`src/rtl/parse_stage_sequencer_pkg.sv`:
```
// Shared types for the L2 parse sequencer: stage FSM states and the committed metadata record.
package eth_parser_pkg;

  localparam int PSS_DEFAULT_DEPTH = 4;

  typedef enum logic [2:0] {
    IDLE,
    WAIT_HDR,
    WAIT_VLAN,
    WAIT_PROTO,
    DONE,
    ERR
  } seq_state_t;

  typedef struct packed {
    logic [47:0] dst_mac;
    logic [47:0] src_mac;
    logic        has_vlan;
    logic [11:0] vlan_id;
    logic [15:0] ethertype;
    logic [3:0]  proto_class;
  } eth_metadata_t;

endpackage

```
`src/rtl/parse_stage_sequencer_if.sv`:
```
// Bundle of frame/stage strobes, metadata in/out handshake and error reporting for the sequencer.
interface parse_stage_sequencer_if
  import eth_parser_pkg::*;
#(
  parameter int CNT_W = 16
);
  logic          frame_start;
  logic          frame_end;
  logic          fields_valid;
  logic          vlan_valid;
  logic          proto_valid;
  eth_metadata_t md_in;
  eth_metadata_t md_out;
  logic          md_out_valid;
  logic          md_out_ready;
  logic          err_order;
  logic          err_incomplete;
  logic          overflow;
  logic [CNT_W-1:0] order_err_cnt;
  logic [CNT_W-1:0] incomplete_cnt;
  logic [CNT_W-1:0] drop_cnt;

  modport master (
    output frame_start, frame_end, fields_valid, vlan_valid, proto_valid, md_in, md_out_ready,
    input  md_out, md_out_valid, err_order, err_incomplete, overflow,
           order_err_cnt, incomplete_cnt, drop_cnt
  );

  modport slave (
    input  frame_start, frame_end, fields_valid, vlan_valid, proto_valid, md_in, md_out_ready,
    output md_out, md_out_valid, err_order, err_incomplete, overflow,
           order_err_cnt, incomplete_cnt, drop_cnt
  );
endinterface

```
`src/rtl/parse_stage_sequencer_md_fifo.sv`:
```
// Sync FIFO of metadata records; head is registered storage, 1-cycle push-to-visible latency.
// A push while full is accepted only if a pop frees a slot in the same cycle, otherwise ignored.
module md_fifo
  import eth_parser_pkg::*;
#(
  parameter int DEPTH = PSS_DEFAULT_DEPTH
) (
  input  logic          clk,
  input  logic          rst_n,
  input  logic          push_i,
  input  eth_metadata_t data_i,
  input  logic          pop_i,
  output logic          full_o,
  output logic          empty_o,
  output eth_metadata_t head_o
);
  localparam int AW = $clog2(DEPTH);

  eth_metadata_t mem_q [DEPTH];
  logic [AW:0]   wr_ptr_q, rd_ptr_q;
  logic          do_pop, do_push;

  assign empty_o = (wr_ptr_q == rd_ptr_q);
  assign full_o  = (wr_ptr_q[AW-1:0] == rd_ptr_q[AW-1:0]) && (wr_ptr_q[AW] != rd_ptr_q[AW]);
  assign do_pop  = pop_i & ~empty_o;
  assign do_push = push_i & (~full_o | do_pop);
  assign head_o  = mem_q[rd_ptr_q[AW-1:0]];

  always_ff @(posedge clk or negedge rst_n) begin
    if (!rst_n) begin
      wr_ptr_q <= '0;
      rd_ptr_q <= '0;
      for (int i = 0; i < DEPTH; i++) mem_q[i] <= '0;
    end else begin
      if (do_push) begin
        mem_q[wr_ptr_q[AW-1:0]] <= data_i;
        wr_ptr_q <= wr_ptr_q + 1'b1;
      end
      if (do_pop) rd_ptr_q <= rd_ptr_q + 1'b1;
    end
  end
endmodule

```
`src/rtl/parse_stage_sequencer.sv`:
```
// Per-frame stage-order checker (fields->vlan->proto) committing metadata to a ready/valid queue.
// Commit visible 1 cycle after frame_end; full queue drops the record. PSS_WATCHDOG_EN adds a frame timeout.
module parse_stage_sequencer
  import eth_parser_pkg::*;
#(
  parameter int FIFO_DEPTH = PSS_DEFAULT_DEPTH,
  parameter int CNT_W      = 16
`ifdef PSS_WATCHDOG_EN
  , parameter int TIMEOUT_CYCLES = 2048
`endif
) (
  input logic                  clk,
  input logic                  rst_n,
  parse_stage_sequencer_if.slave bus_if
);
  seq_state_t       state_q, state_d, nxt_stage;
  logic [2:0]       stb;
  logic             any_stb, stb_ok, close, timeout, checks_stb, in_wait;
  logic             commit, pop, fifo_full, fifo_empty;
  logic             ord_d, inc_d, drop_d;
  logic             err_order_q, err_incomplete_q, overflow_q;
  logic [CNT_W-1:0] order_cnt_q, inc_cnt_q, drop_cnt_q;

  assign stb        = {bus_if.proto_valid, bus_if.vlan_valid, bus_if.fields_valid};
  assign any_stb    = |stb;
  // frame_start on an open frame closes it exactly like frame_end would
  assign close      = bus_if.frame_start | bus_if.frame_end;
  assign in_wait    = state_q inside {WAIT_HDR, WAIT_VLAN, WAIT_PROTO};
  assign checks_stb = in_wait || (state_q == DONE);
  assign commit     = close && (state_q == DONE);
  assign pop        = bus_if.md_out_ready & ~fifo_empty;

  always_comb begin
    stb_ok    = 1'b0;
    nxt_stage = ERR;
    case (state_q)
      WAIT_HDR:   begin stb_ok = (stb == 3'b001); nxt_stage = WAIT_VLAN;  end
      WAIT_VLAN:  begin stb_ok = (stb == 3'b010); nxt_stage = WAIT_PROTO; end
      WAIT_PROTO: begin stb_ok = (stb == 3'b100); nxt_stage = DONE;       end
      default:    ;
    endcase
  end

`ifdef PSS_WATCHDOG_EN
  localparam int WD_W = $clog2(TIMEOUT_CYCLES + 1);
  logic [WD_W-1:0] wd_cnt_q;

  // wd_cnt_q equals the number of cycles since the frame_start edge
  assign timeout = (state_q != IDLE) && (wd_cnt_q == WD_W'(TIMEOUT_CYCLES));

  always_ff @(posedge clk or negedge rst_n) begin
    if (!rst_n) begin
      wd_cnt_q <= '0;
    end else if (bus_if.frame_start) begin
      wd_cnt_q <= WD_W'(1);
    end else if ((state_q != IDLE) && !close && !timeout) begin
      wd_cnt_q <= wd_cnt_q + 1'b1;
    end
  end
`else
  assign timeout = 1'b0;
`endif

  always_comb begin
    state_d = state_q;
    if (close)                      state_d = bus_if.frame_start ? WAIT_HDR : IDLE;
    else if (timeout)               state_d = IDLE;
    else if (checks_stb && any_stb) state_d = stb_ok ? nxt_stage : ERR;
  end

  // A strobe arriving with frame_end is ignored: the frame closes on its current stage.
  assign ord_d  = !close && !timeout && checks_stb && any_stb && !stb_ok;
  assign inc_d  = (close && in_wait) || (!close && timeout);
  assign drop_d = commit && fifo_full && !pop;

  always_ff @(posedge clk or negedge rst_n) begin
    if (!rst_n) begin
      state_q          <= IDLE;
      err_order_q      <= 1'b0;
      err_incomplete_q <= 1'b0;
      overflow_q       <= 1'b0;
      order_cnt_q      <= '0;
      inc_cnt_q        <= '0;
      drop_cnt_q       <= '0;
    end else begin
      state_q          <= state_d;
      err_order_q      <= ord_d;
      err_incomplete_q <= inc_d;
      overflow_q       <= drop_d;
      if (ord_d && !(&order_cnt_q)) order_cnt_q <= order_cnt_q + 1'b1;
      if (inc_d && !(&inc_cnt_q))   inc_cnt_q   <= inc_cnt_q + 1'b1;
      if (drop_d && !(&drop_cnt_q)) drop_cnt_q  <= drop_cnt_q + 1'b1;
    end
  end

  md_fifo #(.DEPTH(FIFO_DEPTH)) u_md_fifo (
    .clk     (clk),
    .rst_n   (rst_n),
    .push_i  (commit),
    .data_i  (bus_if.md_in),
    .pop_i   (pop),
    .full_o  (fifo_full),
    .empty_o (fifo_empty),
    .head_o  (bus_if.md_out)
  );

  assign bus_if.md_out_valid   = ~fifo_empty;
  assign bus_if.err_order      = err_order_q;
  assign bus_if.err_incomplete = err_incomplete_q;
  assign bus_if.overflow       = overflow_q;
  assign bus_if.order_err_cnt  = order_cnt_q;
  assign bus_if.incomplete_cnt = inc_cnt_q;
  assign bus_if.drop_cnt       = drop_cnt_q;
endmodule

```
`src/flat_wrapper.sv`:
```
// flat-port wrapper written by rule: the top's interface ports become plain ports
module parse_stage_sequencer_flat import eth_parser_pkg::*;
#(
  parameter int FIFO_DEPTH = PSS_DEFAULT_DEPTH,
  parameter int CNT_W      = 16

)
  (clk, rst_n, bus_if_frame_start, bus_if_frame_end, bus_if_fields_valid, bus_if_vlan_valid, bus_if_proto_valid, bus_if_md_in, bus_if_md_out_ready, bus_if_md_out, bus_if_md_out_valid, bus_if_err_order, bus_if_err_incomplete, bus_if_overflow, bus_if_order_err_cnt, bus_if_incomplete_cnt, bus_if_drop_cnt);
  parse_stage_sequencer_if #(.CNT_W(CNT_W)) bus_if_i ();
  input logic clk;
  input logic rst_n;
  input wire logic [$bits(bus_if_i.frame_start)-1:0] bus_if_frame_start;
  input wire logic [$bits(bus_if_i.frame_end)-1:0] bus_if_frame_end;
  input wire logic [$bits(bus_if_i.fields_valid)-1:0] bus_if_fields_valid;
  input wire logic [$bits(bus_if_i.vlan_valid)-1:0] bus_if_vlan_valid;
  input wire logic [$bits(bus_if_i.proto_valid)-1:0] bus_if_proto_valid;
  input wire logic [$bits(bus_if_i.md_in)-1:0] bus_if_md_in;
  input wire logic [$bits(bus_if_i.md_out_ready)-1:0] bus_if_md_out_ready;
  output wire logic [$bits(bus_if_i.md_out)-1:0] bus_if_md_out;
  output wire logic [$bits(bus_if_i.md_out_valid)-1:0] bus_if_md_out_valid;
  output wire logic [$bits(bus_if_i.err_order)-1:0] bus_if_err_order;
  output wire logic [$bits(bus_if_i.err_incomplete)-1:0] bus_if_err_incomplete;
  output wire logic [$bits(bus_if_i.overflow)-1:0] bus_if_overflow;
  output wire logic [$bits(bus_if_i.order_err_cnt)-1:0] bus_if_order_err_cnt;
  output wire logic [$bits(bus_if_i.incomplete_cnt)-1:0] bus_if_incomplete_cnt;
  output wire logic [$bits(bus_if_i.drop_cnt)-1:0] bus_if_drop_cnt;
  assign bus_if_i.frame_start = bus_if_frame_start;
  assign bus_if_i.frame_end = bus_if_frame_end;
  assign bus_if_i.fields_valid = bus_if_fields_valid;
  assign bus_if_i.vlan_valid = bus_if_vlan_valid;
  assign bus_if_i.proto_valid = bus_if_proto_valid;
  assign bus_if_i.md_in = bus_if_md_in;
  assign bus_if_i.md_out_ready = bus_if_md_out_ready;
  assign bus_if_md_out = bus_if_i.md_out;
  assign bus_if_md_out_valid = bus_if_i.md_out_valid;
  assign bus_if_err_order = bus_if_i.err_order;
  assign bus_if_err_incomplete = bus_if_i.err_incomplete;
  assign bus_if_overflow = bus_if_i.overflow;
  assign bus_if_order_err_cnt = bus_if_i.order_err_cnt;
  assign bus_if_incomplete_cnt = bus_if_i.incomplete_cnt;
  assign bus_if_drop_cnt = bus_if_i.drop_cnt;
  parse_stage_sequencer #(.FIFO_DEPTH(FIFO_DEPTH), .CNT_W(CNT_W)) u_core (.clk(clk), .rst_n(rst_n), .bus_if(bus_if_i));
endmodule
```
`config.mk`:
```
export PLATFORM = sky130hd
export DESIGN_NAME = parse_stage_sequencer_flat
export DESIGN_NICKNAME = d
export VERILOG_FILES = /design/src/rtl/parse_stage_sequencer_pkg.sv /design/src/rtl/parse_stage_sequencer_if.sv /design/src/rtl/parse_stage_sequencer_md_fifo.sv /design/src/rtl/parse_stage_sequencer.sv /design/src/flat_wrapper.sv
export SDC_FILE = /design/constraint.sdc
export NUM_CORES = 1
export LEC_CHECK = 0
export CAP_MARGIN = 25
export CORE_MARGIN = 3
export CORE_UTILIZATION = 30
export CTS_CLUSTER_DIAMETER = 120
export DETAILED_ROUTE_END_ITERATION = 10
export DONT_BUFFER_PORTS = 1
export GPL_TIMING_DRIVEN = 0
export SYNTH_ARGS = -nofsm -noshare
export SYNTH_HDL_FRONTEND = slang
export SYNTH_SLANG_ARGS = --single-unit
```
`constraint.sdc`:
```
create_clock -name clk -period 2.57 [get_ports clk]
set_input_delay 0.771 -clock clk [delete_from_list [all_inputs] [get_ports clk]]
set_output_delay 0.771 -clock clk [all_outputs]
set_load 0.01 [all_outputs]
```
==> impl_metrics.env <==
export IMPL_synthXorXnorAreaFrac_pct=1.69
export IMPL_initial_utilization_pct=30.4
export IMPL_synthMuxAreaShare_pct=34.6
export IMPL_failed_checks="negative hold slack, negative setup slack"
export IMPL_clock_tree_root_cell="clkbuf_16"
export IMPL_synth_top_family_by_area="multiplexers"
export IMPL_ys_types=51
export IMPL_vias_per_cell=4.88
export IMPL_r2r_cells=13
export IMPL_ir_worst_vdd_mv=0.508
export IMPL_gr_usage_all_layers_pct=14.5
export IMPL_grt_max_degree=577
export IMPL_synth_top_area_share_pct=56.6
export IMPL_yosysWarnings=0
export IMPL_avgSynthCellArea_um2=16.7
export IMPL_synthAdderAreaFrac_pct=0.393
export IMPL_gp_congestion=0.752
export IMPL_critPathKind="reg2out"
export IMPL_worst_pin_slew_ns=1.29
export IMPL_antenna_found_initial=1
export IMPL_synth_compound_area_share_pct=0.442
export IMPL_grt_pass1_vias=15300
export IMPL_drtIter0Drc=549
export IMPL_coreArea_um2=83800
export IMPL_drc_errors=0
export IMPL_p_leak_nw=14.6
export IMPL_finalWorstSetupSlack_ns=-0.438
export IMPL_hold_path_class="in2async"
export IMPL_hpwl_mm=42.5
export IMPL_fp_row_count=106
export IMPL_cts_path_max_buffers=3
export IMPL_ff2ff_setup_slack_ns=-0.08
export IMPL_route_detailed_wl_per_inst_um=23.3
export IMPL_netlist_instances=1525
export IMPL_ant_nets=0
export IMPL_ys_seq_area_share_pct=56.6
export IMPL_crit_arrival_ns=2.24
export IMPL_synth_seq_cells=576
export IMPL_crit_path_end_kind="output port"
export IMPL_place_inst=2661
export IMPL_yosys_area_share_simple_pct=3.29
export IMPL_synthTopCellsByArea="dfrtp_1 (57%), mux2_1 (18%), mux4_2 (11%), mux2_2 (5.3%), buf_6 (2.1%)"
export IMPL_cp_start_kind="register"
export IMPL_fin_crit_sh_pct=117
export IMPL_grt_overflow=0
export IMPL_slew_viol_final=0
export IMPL_dpl_cell_area_um2=26900
export IMPL_hold_viol_final=193
export IMPL_nNetsFinal=1782
export IMPL_synthArstFlopShare_pct=100
export IMPL_h_tree_depth=3
export IMPL_rr_startpoint="u_core.u_md_fifo.rd_ptr_q[0]"
export IMPL_setup_violations=552
export IMPL_drive_gt1_share_pct=33.7
export IMPL_via_count=13800
export IMPL_grt_pass1_wl_mm=97.7
export IMPL_clk_pin_slew_ns=0.06
export IMPL_first_pass_iters=4
export IMPL_synth_edff_count=0
export IMPL_fin_skew_ns=0.0167
export IMPL_die_w_um=297
export IMPL_insertion_delay_ns=0.60
export IMPL_drv_cap=0
export IMPL_max_freq_ghz=0.332
export IMPL_reg2reg_to="u_core.u_md_fifo.mem_q[27]"
export IMPL_synth_ff_type="dfrtp_1"
export IMPL_die_y_um=297
export IMPL_synth_fp_nets=1670
export IMPL_slew_headroom_pct=14.3
export IMPL_worstPathMaxFanout=5
export IMPL_cts_sinks=576
export IMPL_cts_tree="built"
export IMPL_crit_required_ns=1.80
export IMPL_power_density_nw_per_um2=1150
export IMPL_cts_buffers=70
export IMPL_whs_ns=-0.118
export IMPL_routed_wl_mm=65.7
export IMPL_dieArea_um2=88400
export IMPL_place_ws_ns=-0.694
export IMPL_final_cells=2820
export IMPL_finalInstanceArea_um2=30800
export IMPL_num_antenna_cells=0
export IMPL_outcome="complete, but fails checks"
export IMPL_netlist_top_cell_by_area="dfrtp_1"
export IMPL_rsz0062_at_grt="yes"
export IMPL_synth_area_um2=25500
export IMPL_syn2layout_area_growth_pct=20.8
export IMPL_port_buffers=0
export IMPL_io_pins=318
export IMPL_fin_crit_ns=3.01
## cell usage after synthesis (3+ instances only)
master	n
nand4_1	9
buf_1	5
and3_1	3
nor4_1	8
nor4b_2	3
mux2_2	119
xnor2_1	16
xor2_1	33
dfrtp_1	576
buf_4	3
clkbuf_1	11
nor3b_1	5
o21ai_0	6
a21oi_1	3
mux2_1	404
buf_2	24
nand2_2	4
ha_1	8
nor3_1	12
nand2_1	25
nor4_2	3
and4_1	4
nand3_1	14
mux4_2	129
buf_6	48
nor2_1	12
inv_1	6
## flip-flops by register name, summed over array words and instances (netlist names)
register,cells
u_core.bus_if.drop_cnt,16
u_core.bus_if.err_incomplete,1
u_core.bus_if.err_order,1
u_core.bus_if.incomplete_cnt,16
u_core.bus_if.order_err_cnt,16
u_core.bus_if.overflow,1
u_core.state_q,3
u_core.u_md_fifo.mem_q,516
u_core.u_md_fifo.rd_ptr_q,3
u_core.u_md_fifo.wr_ptr_q,3
## stage by stage
step                      power, mW  hold WS [ns]  util, %  setup TNS [ns]
final                          35.4        -0.118     36.7          -59.72
after global routing           37.4        -0.158     36.7         -120.37
after CTS                      35.6        -0.155     35.9          -57.28
after detailed placement       24.2         0.476     32.1          -58.37
after global placement         23.5         0.468     32.1         -106.42
after floorplan                21.2         0.459        -               0
## logic make-up (layout without fill, tap and decap cells)
kind of cell,Yosys count,count (layout)
DFF,576,576
and+or+nand+nor,128,128
AOI/OAI and AO/OA,15,15
muxes,652,652
adders and majority gates,8,8
buffers and inverters,97,258
xor gates and xnor gates,49,49
## worst max-delay path, cell delays in order (launching register included)
cell and delay, ns:
dfrtp_1 0.37, buf_6 0.14, clkbuf_16 0.18, buf_12 0.14, buf_12 0.12, buf_12 0.12, mux4_2 0.56
## final cells by class
| class | count | area [µm²] |
|---|---|---|
| inverters | 6 | 22.5 |
| multi-input cells | 852 | 10500 |
| clock buffers | 93 | 1960 |
| repair buffers | 43 | 825 |
| plain buffers | 88 | 1250 |
| well taps | 1134 | 1420 |
| flip-flops and latches | 576 | 14400 |
| clock inverters | 28 | 320 |
| fillers | 7834 | 53100 |
## metal layers
metal  global-route usage, %  up-vias  wire length [µm]
li1                        -     5930                 -
met1                    17.2     7401             26500
met2                    24.2      336             31800
met3                    5.99       85              6020
met4                    3.95        0              1410
met5                       0        -                 0
## power breakdown
| part | internal (mW) | switching (mW) |
|---|---|---|
| Clock | 5.80 | 3.96 |
| Sequential | 12.5 | 1.85 |
| Combinational | 6.43 | 4.88 |
| Total | 24.8 | 10.7 |
## how the worst max path moves through the flow
stage,from,depth (start not counted),to
after floorplan,u_core.u_md_fifo.rd_ptr_q[0],3,bus_if_md_out[119]
after global placement,u_core.u_md_fifo.rd_ptr_q[1],4,bus_if_md_out[118]
after detailed placement,u_core.u_md_fifo.rd_ptr_q[1],5,bus_if_md_out[38]
after CTS,u_core.u_md_fifo.rd_ptr_q[0],5,bus_if_md_out[77]
after global routing,u_core.u_md_fifo.rd_ptr_q[0],4,bus_if_md_out[38]
final,u_core.u_md_fifo.rd_ptr_q[0],6,bus_if_md_out[46]
## cell usage in the layout, fill, tap and decap left out, types with 3 or more instances in the layout
cell type | synthesis | final
a21oi_1 | 3 | 3
and3_1 | 3 | 3
and4_1 | 4 | 4
buf_12 | 0 | 40
buf_16 | 0 | 8
buf_2 | 24 | 11
buf_4 | 3 | 15
buf_6 | 48 | 27
buf_8 | 0 | 5
bufinv_16 | 0 | 4
clkbuf_1 | 11 | 12
clkbuf_16 | 0 | 89
clkbuf_2 | 0 | 3
clkbuf_8 | 0 | 12
clkinv_2 | 0 | 13
clkinv_8 | 0 | 4
dfrtp_1 | 576 | 576
ha_1 | 8 | 8
inv_1 | 6 | 6
inv_6 | 0 | 3
mux2_1 | 404 | 348
mux2_2 | 119 | 119
mux2_4 | 0 | 56
mux4_2 | 129 | 129
nand2_1 | 25 | 25
nand3_1 | 14 | 14
nand4_1 | 9 | 9
nor2_1 | 12 | 12
nor3_1 | 12 | 12
nor3b_1 | 5 | 5
nor4_1 | 8 | 8
nor4_2 | 3 | 3
nor4b_2 | 3 | 3
o21ai_0 | 6 | 6
xnor2_1 | 16 | 15
xor2_1 | 33 | 33
## timing repair
| action | 4_1_cts | 5_1_grt |
|---|---|---|
| hold endpoints to repair | 576 | 411 |
| gates resized for setup | 133 | 92 |
| pin swaps | 3 | 3 |
| gates cloned | 7 | 15 |
| buffers inserted | 16 | 14 |
| setup endpoints to repair | 129 | 598 |
Power figures use the tool's default switching activity.
